## src/rtl/pow_n_pkg.sv

```systemverilog
// pow_n_pkg: shared definitions for the iterative power engine.
//   - pow_state_e : FSM state encoding (IDLE / CALC / DONE)
//   - DEF_WIDTH   : default operand/result width
//   - DEF_EXP_W   : default exponent width
//   - prod_w()    : full product width (2*WIDTH) for a WIDTH x WIDTH multiply
package pow_n_pkg;

  localparam int DEF_WIDTH = 18;
  localparam int DEF_EXP_W = 5;

  typedef enum logic [1:0] {
    IDLE = 2'd0,
    CALC = 2'd1,
    DONE = 2'd2
  } pow_state_e;

  // Width of the untruncated product of two w-bit operands.
  function automatic int prod_w(input int w);
    return 2 * w;
  endfunction

endpackage

```

## src/rtl/pow_n_mul_wrap.sv

```systemverilog
// pow_n_mul_wrap: combinational WIDTH x WIDTH unsigned multiply.
// Produces the low WIDTH bits of the full product and a flag that is set
// when any bit of the upper half is nonzero (i.e. the product did not fit).
// Ports:
//   a_i, b_i  : operands
//   lo_o      : product mod 2^WIDTH
//   hi_nz_o   : 1 iff product >= 2^WIDTH
module pow_n_mul_wrap
  import pow_n_pkg::*;
#(
  parameter int WIDTH = DEF_WIDTH
) (
  input  logic [WIDTH-1:0] a_i,
  input  logic [WIDTH-1:0] b_i,
  output logic [WIDTH-1:0] lo_o,
  output logic             hi_nz_o
);

  localparam int PW = prod_w(WIDTH);

  logic [PW-1:0] prod;

  // Zero-extend both operands so the multiply is evaluated at full width.
  assign prod    = {{WIDTH{1'b0}}, a_i} * {{WIDTH{1'b0}}, b_i};
  assign lo_o    = prod[WIDTH-1:0];
  assign hi_nz_o = |prod[PW-1:WIDTH];

endmodule

```

## src/rtl/pow_n_iterative.sv

```systemverilog
// pow_n_iterative: shared multi-cycle engine computing n^exp mod 2^WIDTH
// with an exact overflow flag, using LSB-first square-and-multiply.
// Ports:
//   clock    : clock, all state changes on the rising edge
//   reset    : synchronous active-high reset, overrides everything
//   run      : start request, honoured in IDLE or DONE only
//   n, exp   : base and exponent, captured on the accepted run edge
//   busy     : high while iterating (CALC)
//   ready    : one-cycle pulse, result/overflow valid from this cycle
//   result   : n^exp mod 2^WIDTH, held until the next completion
//   overflow : 1 iff the true n^exp >= 2^WIDTH
module pow_n_iterative
  import pow_n_pkg::*;
#(
  parameter int WIDTH = DEF_WIDTH,
  parameter int EXP_W = DEF_EXP_W
) (
  input  logic             clock,
  input  logic             reset,
  input  logic             run,
  input  logic [WIDTH-1:0] n,
  input  logic [EXP_W-1:0] exp,
  output logic             busy,
  output logic             ready,
  output logic [WIDTH-1:0] result,
  output logic             overflow
);

  localparam logic [WIDTH-1:0] ONE = {{(WIDTH-1){1'b0}}, 1'b1};

  pow_state_e       state_q, state_d;
  logic [WIDTH-1:0] acc_q, acc_d;
  logic [WIDTH-1:0] base_q, base_d;
  logic [EXP_W-1:0] e_q, e_d;
  logic             ovf_q, ovf_d;
  // Sticky: the true value of base_q no longer fits in WIDTH bits.
  logic             base_ovf_q, base_ovf_d;
  logic [WIDTH-1:0] result_q, result_d;
  logic             overflow_q, overflow_d;

  logic [WIDTH-1:0] ab_lo, bb_lo;
  logic             ab_ovf, bb_ovf;
  logic [EXP_W-1:0] e_shr;

  pow_n_mul_wrap #(.WIDTH(WIDTH)) u_mul_acc (
    .a_i     (acc_q),
    .b_i     (base_q),
    .lo_o    (ab_lo),
    .hi_nz_o (ab_ovf)
  );

  pow_n_mul_wrap #(.WIDTH(WIDTH)) u_mul_sq (
    .a_i     (base_q),
    .b_i     (base_q),
    .lo_o    (bb_lo),
    .hi_nz_o (bb_ovf)
  );

  assign e_shr = e_q >> 1;

  always_comb begin
    state_d    = state_q;
    acc_d      = acc_q;
    base_d     = base_q;
    e_d        = e_q;
    ovf_d      = ovf_q;
    base_ovf_d = base_ovf_q;
    result_d   = result_q;
    overflow_d = overflow_q;

    case (state_q)
      IDLE, DONE: begin
        if (run) begin
          acc_d      = ONE;
          base_d     = n;
          e_d        = exp;
          ovf_d      = 1'b0;
          base_ovf_d = 1'b0;
          if (exp == '0) begin
            // x^0 = 1 and can never overflow; finish without iterating.
            state_d    = DONE;
            result_d   = ONE;
            overflow_d = 1'b0;
          end else begin
            state_d = CALC;
          end
        end else begin
          state_d = IDLE;
        end
      end

      CALC: begin
        if (e_q[0]) begin
          acc_d = ab_lo;
          // A base that already overflowed makes any product with it overflow.
          ovf_d = ovf_q | ab_ovf | base_ovf_q;
        end
        base_d = bb_lo;
        // Only a squared base that will still be multiplied in can matter.
        if (e_shr != '0) base_ovf_d = base_ovf_q | bb_ovf;
        e_d = e_shr;
        if (e_shr == '0) begin
          // Capture the final accumulator on entry to DONE so it is
          // visible in the same cycle as ready.
          state_d    = DONE;
          result_d   = acc_d;
          overflow_d = ovf_d;
        end
      end

      default: state_d = IDLE;
    endcase
  end

  always_ff @(posedge clock) begin
    if (reset) begin
      state_q    <= IDLE;
      acc_q      <= '0;
      base_q     <= '0;
      e_q        <= '0;
      ovf_q      <= 1'b0;
      base_ovf_q <= 1'b0;
      result_q   <= '0;
      overflow_q <= 1'b0;
    end else begin
      state_q    <= state_d;
      acc_q      <= acc_d;
      base_q     <= base_d;
      e_q        <= e_d;
      ovf_q      <= ovf_d;
      base_ovf_q <= base_ovf_d;
      result_q   <= result_d;
      overflow_q <= overflow_d;
    end
  end

  assign busy     = (state_q == CALC);
  assign ready    = (state_q == DONE);
  assign result   = result_q;
  assign overflow = overflow_q;

endmodule

```

## config.mk

```make
export PLATFORM = sky130hd
export DESIGN_NAME = pow_n_iterative
export DESIGN_NICKNAME = d
export VERILOG_FILES = /design/src/rtl/pow_n_pkg.sv /design/src/rtl/pow_n_mul_wrap.sv /design/src/rtl/pow_n_iterative.sv
export SDC_FILE = /design/constraint.sdc
export NUM_CORES = 1
export LEC_CHECK = 0
export ABC_AREA = 1
export CORE_MARGIN = 2
export CORE_UTILIZATION = 45
export DETAILED_ROUTE_END_ITERATION = 10
export GPL_TIMING_DRIVEN = 1
export PLACE_DENSITY = 0.63
export SYNTH_ARGS = -nofsm -noshare
export SYNTH_HDL_FRONTEND = slang
export SYNTH_SLANG_ARGS = --single-unit
export TNS_END_PERCENT = 50
```

## constraint.sdc

```tcl
create_clock -name clock -period 10.18 [get_ports clock]
set_input_delay 1.527 -clock clock [delete_from_list [all_inputs] [get_ports clock]]
set_output_delay 1.527 -clock clock [all_outputs]
set_load 0.03 [all_outputs]
```

==> key figures, run 1 <==
Finish
  • Diodes inserted: 0
  • Final Util: 0.479
  • Share of cells above drive strength 1: 0.0293
  • Final net count: 3893
  • Most frequent cells in the layout: inv_1 (966), nand2_1 (813), fa_1 (475), ha_1 (218), nor2_1 (146)
  • Final Cell Area: 0.0250 sq mm
  • Commonest non-fill, non-tap cell in the layout: inv_1
  • Layout Cells excl Fill: 3867
  • Layout area overhead: 5.65%
  • Filler instances: 5192

Timing
  • RSZ-0062 raised after global routing: no
  • Final setup fails: 0
  • Final period utilization: 0.649
  • Clk_skew: 7.64 ps
  • Max Freq: 151 MHz
  • TNS Setup: 0 ps
  • Fin. Hold Viols: 0
  • Relative slew slack: 0.247
  • Setup ws final: 3570 ps
  • Min Tclk post-route: 6610 ps
  • Slew Viols, Final: 0
  • Worst-Margin Slew: 1130 ps
  • Min Hold Slack: 470 ps

Routing
  • # DRC: 0
  • DR vias/cell: 4.88
  • DR pass1 iterations: 6
  • Routed wire per std cell: 15.3 um
  • Drt total wl: 59.1 mm
  • Final ANT Viol Nets: 0
  • Routed vias: 18864
  • DR iter-0 viols: 1293

Clocking
  • H-tree depth: 3
  • Clk sinks: 64
  • Clk_lat worst skew: 340 ps
  • CTS Buf Count: 9
  • Resized cells post-CTS: 0
  • CTS tree: built
  • CTS Root Cell: clkbuf_16
  • Clk buf depth: 2
  • Hold-fix buffers at CTS: 0
  • Clock Pin Slew Worst Setup and Hold Paths: 60 ps
  • Total setup buffers inserted after CTS: 0

Floorplanning
  • IO Count: 47
  • Die ar.: 0.0544 sq mm
  • Core ar.: 0.0522 sq mm
  • Chip Height: 233 um
  • Site row count: 84
  • Width of the die: 233 um
  • Initial Util: 0.453

Worst hold path
  • Min-delay src: e_q[3]
  • Hold Path Class: reg -> reg
  • WHS Path Cells: 2

Yosys
  • Syn Area/Cell: 7.34 sq um
  • Post-synth EDFFs: 0
  • Sequential-to-total area share from yosys stat: 0.0542
  • Synth Area in Simple Gates: 0.185
  • Post-Syn Area: 0.0237 sq mm
  • Multiplexer area fraction after synthesis: 0
  • Synth Warn #: 0
  • #FFs+latches synth: 64
  • Post-synthesis async set-or-reset flop share: 0
  • Prevailing post-synth register cell: dfxtp_1
  • Synth Area in Compound Gates: 0.0521
  • Combinational family with the most area after synthesis: adder cells
  • Post-Synth XOR/XNOR Area: 0.0141
  • Post-synthesis adder-cell area fraction: 0.517
  • Synth cell types: 40
  • Syn_nets: 3944
  • Syn Inst Count: 3225

Place
  • DP Area: 0.0246 sq mm
  • Port Buf Inserts: 46
  • Post-Place Setup Slack: 3610 ps
  • Placer Congestion: 0.921
  • Hpwl dp: 46.4 mm
  • Dpl cells: 3851

Worst setup path
  • Setup crit start kind: flip-flop
  • R2R cell count: 29
  • Crit path kind: reg -> reg
  • FF-to-FF End: overflow
  • CP arrival: 6790 ps
  • Cell repeated most along the worst path: nand2_1
  • Crit. End Element: flip-flop
  • Largest fanout on the critical path: 20
  • Worst Setup SP: acc_q[14]
  • Critical-path top delay cell: dfxtp_1
  • R2r setup slk: 3570 ps
  • Crit path to: overflow
  • Worst path required time: 10360 ps
  • Critical path's largest stage delay: 1070 ps
  • Reg2reg start: acc_q[14]

Global routing
  • Vias in the first global route: 19336
  • First-pass GRT wire length: 99.1 mm
  • Initial antenna violation count: 0
  • Total track usage: 0.229
  • Total grt overflow: 0
  • Largest net degree at the start of global routing: 39

Outcome
  • Outcome: complete, no violations

Pwr
  • Maximum vdd drop: 76.4 uV
  • Final Power: 2.13 mW
  • Power per cell area: 85.1 mW/mm^2
  • Leak Pwr: 14.3 nW

Flow run
  • Max Cap Viol: 0
## cell families after synthesis
family                   Yosys count
XOR/XNOR                          38
flip-flops                        64
AO/OA/AOI/OAI                    232
buffers and inverters           1109
adder cells (fa/ha/maj)          693
AND/OR/NAND/NOR                 1089
## layer usage
layer / vias up / wire length, um / track usage
met2: 567 / 27300 / 0.380
met3: 74 / 3720 / 0.0214
met1: 9115 / 26500 / 0.322
met5: - / 0 / 0
li1: 9108 / - / -
met4: 0 / 1630 / 0.0595
## how the worst min path moves through the flow
stage	slack, ps	to
global route	490	ovf_q
CTS	470	ovf_q
detailed placement	460	ovf_q
global placement	460	ovf_q
finish	470	e_q[2]
floorplan	430	base_ovf_q
## worst max-delay path: cells and delay by family (launching register included)
kind	cells	cell delay (ps)
flip-flops	1	1070
AND/OR/NAND/NOR	16	1520
AO/OA/AOI/OAI	2	200
adder cells (fa/ha/maj)	7	3440
buffers and inverters	4	200
## synth_stat cells (4+ instances only)
cell | n | area share
a21oi_1 | 122 | 0.026
ha_1 | 218 | 0.12
nand4_1 | 14 | 0.0037
a31oi_1 | 4 | 0.0011
nand2_2 | 23 | 0.0061
nor3_1 | 12 | 0.0025
o21bai_1 | 11 | 0.0035
nand3_1 | 55 | 0.012
buf_1 | 35 | 0.0056
xor2_1 | 28 | 0.010
inv_2 | 9 | 0.0014
dfxtp_1 | 64 | 0.054
xnor2_1 | 10 | 0.0037
o21ai_0 | 80 | 0.017
nand2_1 | 813 | 0.13
inv_1 | 966 | 0.15
clkbuf_1 | 93 | 0.015
nor2_1 | 146 | 0.023
nand3b_1 | 5 | 0.0016
fa_1 | 475 | 0.40
## power breakdown
part / internal, mW / leakage [nW] / switching (mW)
Clock: 0.242 / 0.172 / 0.124
Sequential: 0.274 / 0.524 / 0.0511
Combinational: 0.509 / 13.6 / 0.926
Total: 1.03 / 14.3 / 1.10
## registers in the layout, indices dropped and copies added, names as in the netlist
register	count
e_q	5
base_ovf_q	1
overflow	1
base_q	18
acc_q	18
state_q	2
result	18
ovf_q	1
## final cells by class
cell class                      count  area, sq um  area share
Clock buffer                        9          225     0.00901
Clock inverter                      7          128     0.00511
Inverter                          975         3660       0.146
Multi-Input combinational cell   2052        18200       0.728
Sequential cell                    64         1280      0.0513
Tap cell                          688          861      0.0344
Timing Repair Buffer               72          656      0.0262
Power figures use the tool's default switching activity.
==> inputs of run 2 (changes only) <==
==> constraint.sdc (replaced) <==
create_clock -name clock -period 6.45 [get_ports clock]
set_input_delay 0.9675 -clock clock [delete_from_list [all_inputs] [get_ports clock]]
set_output_delay 0.9675 -clock clock [all_outputs]
set_load 0.03 [all_outputs]
==> key figures, run 2 (synthesized netlist as in run 1, its figures left out) <==
Floorplanning
  • Core ar.: 0.0522 sq mm (unchanged)
  • Initial Util: 0.453 (unchanged)
  • Chip Height: 233 um (unchanged)
  • Die ar.: 0.0544 sq mm (unchanged)
  • Site row count: 84 (unchanged)
  • IO Count: 47 (unchanged)
  • Width of the die: 233 um (unchanged)

Worst setup path
  • R2R cell count: 26 (-10%)
  • Buf/Inv on CP: 4 (unchanged)
  • Critical path's largest stage delay: 550 ps (-520 ps)
  • Worst path required time: 6670 ps (-3690 ps)
  • FF-to-FF End: base_ovf_q
  • Cell repeated most along the worst path: nand2_1
  • Top Family by Delay on Critical Path: adder cells
  • Largest fanout on the critical path: 12 (-40%)
  • Worst Setup SP: base_q[13]
  • Crit path kind: reg -> reg
  • Critical-path top delay cell: fa_1
  • Crit. End Element: flip-flop
  • Setup crit start kind: flip-flop
  • Reg2reg start: base_q[13]
  • CP arrival: 6290 ps (-500 ps)
  • R2r setup slk: 380 ps (-3190 ps)

Place
  • Post-Place Setup Slack: 312 ps (-3300 ps)
  • Hpwl dp: 48.0 mm (+3.4%)
  • Placer Congestion: 0.902 (-2.1%)
  • Port Buf Inserts: 46 (unchanged)

Routing
  • # DRC: 0 (unchanged)
  • DR pass1 iterations: 7 (+1)
  • Routed vias: 18742 (-0.65%)
  • Routed wire per std cell: 14.8 um (-2.9%)
  • Final ANT Viol Nets: 0 (unchanged)
  • DR iter-0 viols: 1141 (-12%)
  • Drt total wl: 58.0 mm (-1.9%)
  • DR vias/cell: 4.80 (-1.6%)

Finish
  • Filler instances: 5250 (+1.1%)
  • Commonest non-fill, non-tap cell in the layout: inv_1
  • Diodes inserted: 0 (unchanged)
  • Most frequent cells in the layout: inv_1 (966), nand2_1 (813), fa_1 (475), ha_1 (217), nor2_1 (146)
  • Final net count: 3931 (+0.98%)
  • Layout area overhead: 7.42%
  • Share of cells above drive strength 1: 0.0441 (+0.0149)

Timing
  • Final period utilization: 0.941 (+0.292)
  • RSZ-0062 raised after global routing: yes
  • Max Freq: 165 MHz (+8.8%)
  • Clk_skew: 4.92 ps (-2.73 ps)
  • Min Tclk post-route: 6070 ps (-537 ps)
  • Setup ws final: 380 ps (-3190 ps)
  • Final setup fails: 0 (unchanged)
  • Fin. Hold Viols: 0 (unchanged)
  • Min Hold Slack: 479 ps (+9.72 ps)
  • Relative slew slack: 0.328 (+0.0815)
  • Slew Viols, Final: 0 (unchanged)
  • Worst-Margin Slew: 1010 ps (-122 ps)
  • TNS Setup: 0 ps (unchanged)

Worst hold path
  • Hold EP: e_q[2]
  • Min-delay src: e_q[3]
  • Hold Path Class: reg -> reg
  • WHS Path Cells: 2 (unchanged)

Clocking
  • CTS Buf Count: 9 (unchanged)
  • Total setup buffers inserted after CTS: 0 (unchanged)
  • Clk buf depth: 2 (unchanged)
  • Hold-fix buffers at CTS: 0 (unchanged)
  • Clk sinks: 64 (unchanged)
  • Resized cells post-CTS: 0 (unchanged)
  • CTS tree: built
  • CTS Root Cell: clkbuf_16
  • Clock Pin Slew Worst Setup and Hold Paths: 60 ps (about the same)
  • Clk_lat worst skew: 340 ps (about the same)
  • H-tree depth: 3 (unchanged)

Pwr
  • Power per cell area: 132 mW/mm^2 (+55%)
  • Maximum vdd drop: 139 uV (+82%)
  • Leak Pwr: 14.5 nW (+1.5%)
  • Final Power: 3.35 mW (+58%)

Flow run
  • Max Cap Viol: 0 (unchanged)

Global routing
  • First-pass GRT wire length: 98.8 mm (-0.31%)
  • Total track usage: 0.227 (-0.00265)
  • Largest net degree at the start of global routing: 39 (unchanged)
  • Initial antenna violation count: 1 (+1)
  • Total grt overflow: 0 (unchanged)
  • Vias in the first global route: 19374 (+0.20%)

Outcome
  • Outcome: complete, no violations
==> run 2: cell count changes in the layout (fill, tap and decap cells not counted), moves of 2 or more <==
cell	before	now
buf_12	0	13
buf_4	26	50
bufinv_16	3	1
clkinvlp_4	0	3
dfxtp_1	64	54
dfxtp_2	0	10
==> run 2: area by class of cell <==
class	instances	area, sq um	area share
clock buffers	9	225	0.00886
flip-flops and latches	64	1290	0.0509
repair buffers	110	1110	0.0436
clock inverters	7	78.8	0.00310
inverters	975	3660	0.144
multi-input cells	2052	18200	0.716
well taps	688	861	0.0339
==> run 2: how the worst max path moves through the flow <==
stage / end / slack, ps / depth (start not counted)
final: base_ovf_q / 380 / 26
after global routing: overflow / -20 / 29
after CTS: overflow / 290 / 31
after detailed placement: overflow / 310 / 29
after global placement: overflow / 330 / 25
after floorplan: base_ovf_q / 710 / 27
==> run 2: power breakdown <==
| group | total, mW | internal, mW | switching [mW] |
|---|---|---|---|
| clock | 0.505 | 0.302 | 0.202 |
| combinational | 2.36 | 0.860 | 1.50 |
| sequential | 0.491 | 0.433 | 0.0583 |
| total | 3.35 | 1.59 | 1.76 |
==> run 2: worst register-to-register path: stages, from the launching register on <==
cell	delay (ps)
dfxtp_1	540
buf_4	290
nand2_1	80
inv_1	100
fa_1	450
fa_1	510
inv_1	60
fa_1	550
fa_1	430
fa_1	470
fa_1	490
inv_1	40
ha_1	330
a21oi_1	250
o21ai_0	180
a21oi_1	200
nor2_1	90
nor2_1	120
nand2_1	90
nand2_1	90
nand2_1	50
nand2_1	50
nand2_1	50
nor2_1	170
nand3_1	130
nand2_1	70
a21oi_1	60
==> run 2: metal layers <==
metal	wire length, um	vias up	global-route usage
met5	0	-	0
met4	1300	0	0.0484
met3	2550	57	0.0166
met2	27200	459	0.387
met1	26900	9054	0.316
li1	-	9172	-
==> run 2: through the flow <==
| step | cells | instance area, sq um | utilization |
|---|---|---|---|
| after detailed placement | 3889 | 25100 | 0.480 |
| after floorplan | 3225 | 23700 | - |
| final | 3905 | 25400 | 0.487 |
| after global routing | 3905 | 25400 | 0.487 |
| after CTS | 3905 | 25400 | 0.486 |
| after global placement | 3889 | 25100 | 0.480 |
